**config.mk**
```make
export PLATFORM = sky130hd
export DESIGN_NAME = rf_write_arbiter
export DESIGN_NICKNAME = d
export VERILOG_FILES = /design/src/rtl/rf_write_arbiter.sv
export SDC_FILE = /design/constraint.sdc
export NUM_CORES = 1
export LEC_CHECK = 0
export ABC_AREA = 1
export CAP_MARGIN = 20
export CORE_MARGIN = 10
export CORE_UTILIZATION = 45
export CTS_CLUSTER_DIAMETER = 60
export DETAILED_ROUTE_END_ITERATION = 12
export PLACE_DENSITY_LB_ADDON = 0.12
export SYNTH_ARGS = -nofsm -noshare
export SYNTH_HDL_FRONTEND = slang
export SYNTH_SLANG_ARGS = --single-unit
```
**constraint.sdc**
```tcl
create_clock -name clk -period 4.1 [get_ports clk]
set_input_delay 0.615 -clock clk [delete_from_list [all_inputs] [get_ports clk]]
set_output_delay 0.615 -clock clk [all_outputs]
set_load 0.02 [all_outputs]
```
**src/rtl/rf_write_arbiter.sv**
```systemverilog
// Shares one register-file write port between ALU (A) and load (B) writeback.
// Clears every register after reset, then arbitrates round-robin on contention.
module rf_write_arbiter #(
    parameter int NREGS = 16,
    parameter int AW    = 4,
    parameter int DW    = 32
) (
    input  logic          clk,
    input  logic          rst_n,
    input  logic          a_valid,
    input  logic [AW-1:0] a_rd,
    input  logic [DW-1:0] a_data,
    output logic          a_ready,
    input  logic          b_valid,
    input  logic [AW-1:0] b_rd,
    input  logic [DW-1:0] b_data,
    output logic          b_ready,
    output logic          rf_we,
    output logic [AW-1:0] rf_rd,
    output logic [DW-1:0] rf_wdata,
    output logic          busy,
    output logic [15:0]   conflict_cnt
);

    typedef enum logic {INIT, RUN} state_t;
    typedef enum logic {GRANT_A, GRANT_B} grant_t;

    typedef struct packed {
        logic          we;
        logic [AW-1:0] rd;
        logic [DW-1:0] data;
    } wr_t;

    localparam logic [AW-1:0] LAST_IDX = AW'(NREGS - 1);

    state_t        state, next_state;
    grant_t        last_grant;
    logic [AW-1:0] idx;
    logic          contend;
    wr_t           wr_next;

    assign contend = (state == RUN) && a_valid && b_valid;

    always_ff @(posedge clk or negedge rst_n) begin
        if (!rst_n) state <= INIT;
        else        state <= next_state;
    end

    // Ready is combinational so a granted request transfers on the very next edge.
    always_comb begin
        next_state = state;
        a_ready    = 1'b0;
        b_ready    = 1'b0;
        case (state)
            INIT: if (idx == LAST_IDX) next_state = RUN;
            RUN: begin
                if (contend) begin
                    if (last_grant == GRANT_B) a_ready = 1'b1;
                    else                       b_ready = 1'b1;
                end else begin
                    a_ready = a_valid;
                    b_ready = b_valid;
                end
            end
            default: next_state = INIT;
        endcase
    end

    // Next write-port contents; rd/data hold when nothing is written.
    always_comb begin
        wr_next.we   = 1'b0;
        wr_next.rd   = rf_rd;
        wr_next.data = rf_wdata;
        if (state == INIT) begin
            wr_next.we   = 1'b1;
            wr_next.rd   = idx;
            wr_next.data = '0;
        end else if (a_ready) begin
            wr_next.we   = 1'b1;
            wr_next.rd   = a_rd;
            wr_next.data = a_data;
        end else if (b_ready) begin
            wr_next.we   = 1'b1;
            wr_next.rd   = b_rd;
            wr_next.data = b_data;
        end
    end

    always_ff @(posedge clk or negedge rst_n) begin
        if (!rst_n) begin
            rf_we        <= 1'b0;
            rf_rd        <= '0;
            rf_wdata     <= '0;
            busy         <= 1'b1;
            conflict_cnt <= '0;
            last_grant   <= GRANT_B;
            idx          <= '0;
        end else begin
            rf_we    <= wr_next.we;
            rf_rd    <= wr_next.rd;
            rf_wdata <= wr_next.data;
            if (state == INIT) begin
                idx <= idx + 1'b1;
                if (idx == LAST_IDX) busy <= 1'b0;
            end
            if (a_ready)      last_grant <= GRANT_A;
            else if (b_ready) last_grant <= GRANT_B;
            if (contend && conflict_cnt != 16'hFFFF)
                conflict_cnt <= conflict_cnt + 16'd1;
        end
    end

endmodule

```
* Word level (Yosys, flattened, before mapping) *
Index checks and enable logic that the tools add are counted.

word-level totals
  register bits after elaboration = 60
  latch bits = 0
  RAM bits = 0
  memory bits (read-only) = 0
  memories = 0

operators by class
  add/sub/neg operators = 2
  multipliers = 0
  div/mod/pow operators = 0
  order comparisons = 0
  equality and inequality tests = 3
  shift-type cells = 0
  mux-type cells = 13
  bitwise operators = 1
  reductions and logical operators = 5

operators by type and width
  operator               count
  $mux 37                3
  $add 16x1->16 const B  1
  $ne 16x16->1 const B   1
  $mux 1                 10
  $add 4x1->4 const B    1
  $eq 4x4->1 const B     1
  $logic_and 1x1->1      3
  $ne 3x3->1 const B     1
  $reduce_and 2->1       1
  $reduce_bool 2->1      1
  $not 1->1              1

* Logic depth before layout (Yosys ltp) *
  depth in word-level cells = 7
  gate-level depth with buffers = 9
  mapped depth without buffers = 8

* Worst setup path after synthesis *
OpenSTA, ideal clock, no wires.

  kind = input to output
  start point = in a_valid
  end point = out a_ready
  arrival time = 1.213 ns
  required time = 3.485 ns
  slack = 2.272 ns
  stages on the path = 3
  cell sequence = nand2_1 > a21oi_1 > clkbuf_1

on the way
  word-level cells in the longest chain between the ends = 4

ends and longest elaborated chain
  item                             line  text
  from (decl)                      10    input logic a_valid,
  $logic_and 1x1->1 (2 in series)  42    assign contend = (state == RUN) && a_valid && b_valid;
  $mux 1 *                         57    if (contend) begin
  $mux 1 *                         54    case (state)
  to (decl)                        13    output logic a_ready,

Mark *: on every way between the ends. The rest lies on a longest branch, timed or not.

* Final worst setup path *
Same ends and word-level chain as after synthesis.

==> flow_metrics.env <==
export IMPL_grt_pass1_wl_um=15000
export IMPL_drive_gt1_share_pct=6.46
export IMPL_io_pins=132
export IMPL_worstSetupEndpoint="a_ready"
export IMPL_setup_viol=0
export IMPL_status="finished, final reports clean"
export IMPL_clk_latency_ns=0.33
export IMPL_finalInstanceArea_um2=4460
export IMPL_ys_types=26
export IMPL_crit_type="in2out"
export IMPL_place_detailed_hpwl_um=7090
export IMPL_syn_area_per_cell_um2=7.80
export IMPL_r2r_cells=8
export IMPL_rrSetupSlack_ns=2.20
export IMPL_grt_overflow=0
export IMPL_synth_cell_area_um2=2910
export IMPL_ys_ff_latch=60
export IMPL_clock_root_buffer="clkbuf_8"
export IMPL_worstHoldPathType="in2async"
export IMPL_clkSinkCount=60
export IMPL_p_sw_share_pct=29.5
export IMPL_period_minus_slack_ns=2.68
export IMPL_ant_nets=0
export IMPL_cp_required_ns=3.48
export IMPL_drt_iter0_drc=129
export IMPL_vias=2905
export IMPL_grt_antenna_before_repair=0
export IMPL_fin_nets=584
export IMPL_initial_core_util_pct=46.1
export IMPL_worstSetupStartpoint="a_valid"
export IMPL_critPathLaunchType="primary input"
export IMPL_relSlewSlack_pct=48.7
export IMPL_grt_max_degree=37
export IMPL_timing_final_crit_share_pct=65.4
export IMPL_drt_pass1_iterations=5
export IMPL_drc_errors=0
export IMPL_syn_nets=451
export IMPL_cap_viol_max_count=0
export IMPL_cts_setup_buffers=0
export IMPL_power_density_nw_per_um2=363
export IMPL_crit_fanout=3
export IMPL_synthTopCellsByArea="dfrtp_1 50%, nand2_1 24%, nand3_1 6.7%, xnor2_1 2.4%, nand4_1 2.2%"
export IMPL_drt_total_wl_um=9470
export IMPL_die_height_um=100
export IMPL_area_delta_synth_final_pct=53.4
export IMPL_cts_tree="yes"
export IMPL_post_dp_cell_area_um2=4270
export IMPL_core_rowCount=29
export IMPL_cp_data_arrival_time_ns=2.07
export IMPL_grt_total_usage_pct=18.6
export IMPL_synth_ff_type="dfrtp_1"
export IMPL_crit_path_top_delay_cell="clkdlybuf4s50_1"
export IMPL_synth_edf_count=0
export IMPL_maxSlewViolCount=0
export IMPL_final_hold_viol_count=0
export IMPL_mostFrequentLayoutCells="188 x nand2_1, 130 x clkdlybuf4s50_1, 58 x dfrtp_1"
export IMPL_async_reset_ff_share_pct=100
export IMPL_rsz0062_at_grt="no"
export IMPL_ctsResizeCount=0
export IMPL_portBuffers=131
export IMPL_cts_made_buffers=9
export IMPL_pwr_share_clk_pct=31.5
export IMPL_grt_pass1_vias=2865
export IMPL_synth_top_cell_by_area="dfrtp_1"
export IMPL_worstPathCellList="clkdlybuf4s50_1 -> nand2_1 -> a21oi_2 -> clkdlybuf4s50_1"
export IMPL_sequentialPowerShare_pct=43.1
export IMPL_tightest_slew_ns=0.769
export IMPL_skew_ns=0.00892
export IMPL_crit_top_cell="clkdlybuf4s50_1"
export IMPL_max_freq_mhz=373
export IMPL_syn_instance_count=373
export IMPL_ir_drop_mv=0.249
export IMPL_synth_seq_area_share_pct=51.7
export IMPL_combinationalPowerShare_pct=25.3
export IMPL_p_sw_uw=478
export IMPL_clkTransAtPathRegs_ns=0.06
export IMPL_synth_top_cell_area_share_pct=49.9
export IMPL_num_antenna_cells=0
export IMPL_core_area_um2=6310
export IMPL_die_w_um=100
export IMPL_max_stage_delay_ns=0.65
export IMPL_via_per_inst=4.94
export IMPL_worst_r2r_startpoint="conflict_cnt[0]"
export IMPL_cts_hold_buffers=0
export IMPL_h_tree_depth=3
export IMPL_die_area_um2=10100
export IMPL_p_int_uw=1140
export IMPL_routabilityCongestion=0.815
export IMPL_ys_warnings_count=0
export IMPL_wire_per_inst_um=16.1
export IMPL_worstReg2RegEnd="conflict_cnt[10]"
export IMPL_layout_commonest_cell="nand2_1"
export IMPL_p_leak_uw=0.00201
export IMPL_setup_tns_ns=0
export IMPL_cp_end_kind="primary output"
export IMPL_clk_path_buf_depth=2
## cell families (layout without fill, tap and decap cells)
kind of cell	count (synthesis)	count (layout)	share of synthesized area (%)
AO/OA/AOI/OAI	12	12	2.67
XOR/XNOR	9	9	2.71
adder cells (fa/ha/maj)	2	2	0.860
buffers and inverters	30	168	4.86
flip-flops	60	60	51.7
AND/OR/NAND/NOR	260	260	37.2
## state kept, by name, indices dropped and copies added (netlist names)
signal        cells
busy              1
conflict_cnt     16
idx               4
last_grant        1
rf_rd             4
rf_wdata         32
rf_we             1
state             1
## power by group through the flow
stage                     Combinational [uW]  Sequential, uW  Clock, uW
after floorplan                          108             776          0
after global placement                   410             707          0
after detailed placement                 416             709          0
after CTS                                418             699        526
after global routing                     447             707        548
final                                    411             699        511
## through the flow
stage          setup slack, ns  util [%]  hold WS (ns)  std cells  total power [uW]
6_report                  1.42      70.7         0.351        588              1620
5_1_grt                   1.36      70.7         0.389        588              1700
4_1_cts                   1.40      70.7         0.359        588              1640
3_5_place_dp              1.40      67.6         0.468        572              1130
3_3_place_gp              1.42      67.6         0.449        572              1120
2_1_floorplan             2.27         -         0.319        373               884
## worst min-delay path by stage
stage / cells past startpoint / from / slack (ns) / end
after CTS: 1 / rst_n / 0.36 / rf_wdata[17]
after global routing: 1 / rst_n / 0.39 / rf_wdata[9]
after floorplan: 0 / rst_n / 0.32 / conflict_cnt[0]
final: 1 / rst_n / 0.35 / rf_wdata[9]
after detailed placement: 2 / rf_wdata[3] / 0.47 / rf_wdata[3]
after global placement: 1 / busy / 0.45 / busy
## cell usage after synthesis (3+ instances only)
| library cell | instances |
|---|---|
| nand2_1 | 188 |
| dfrtp_1 | 58 |
| nand3_1 | 39 |
| nor2_1 | 16 |
| inv_1 | 14 |
| nand4_1 | 10 |
| buf_2 | 8 |
| xnor2_1 | 8 |
| o21ai_0 | 7 |
| clkbuf_1 | 3 |
| nand2_2 | 3 |
## layer usage
metal	share of wire [%]	global-route usage [%]	vias up	routed length (um)
li1	-	-	1446	-
met1	41	22.6	1358	3860
met2	50	30.3	95	4750
met3	8.2	6.18	6	778
met4	0.88	6.20	0	83
met5	0	0	-	0
## critical path, delay by kind of cell
| kind | cells | cell delay, ns |
|---|---|---|
| compound gates | 1 | 0.20 |
| simple gates | 1 | 0.10 |
| buf+inv | 2 | 1.15 |
## area by class of cell
type	count	area (um2)
fillers	526	1850
flip-flops and latches	60	1500
repair buffers	135	1340
multi-input cells	283	1270
clock buffers	15	186
well taps	77	96.3
inverters	17	67.6
clock inverters	1	5.00
Note: power is estimated with default switching activity, not from simulation.
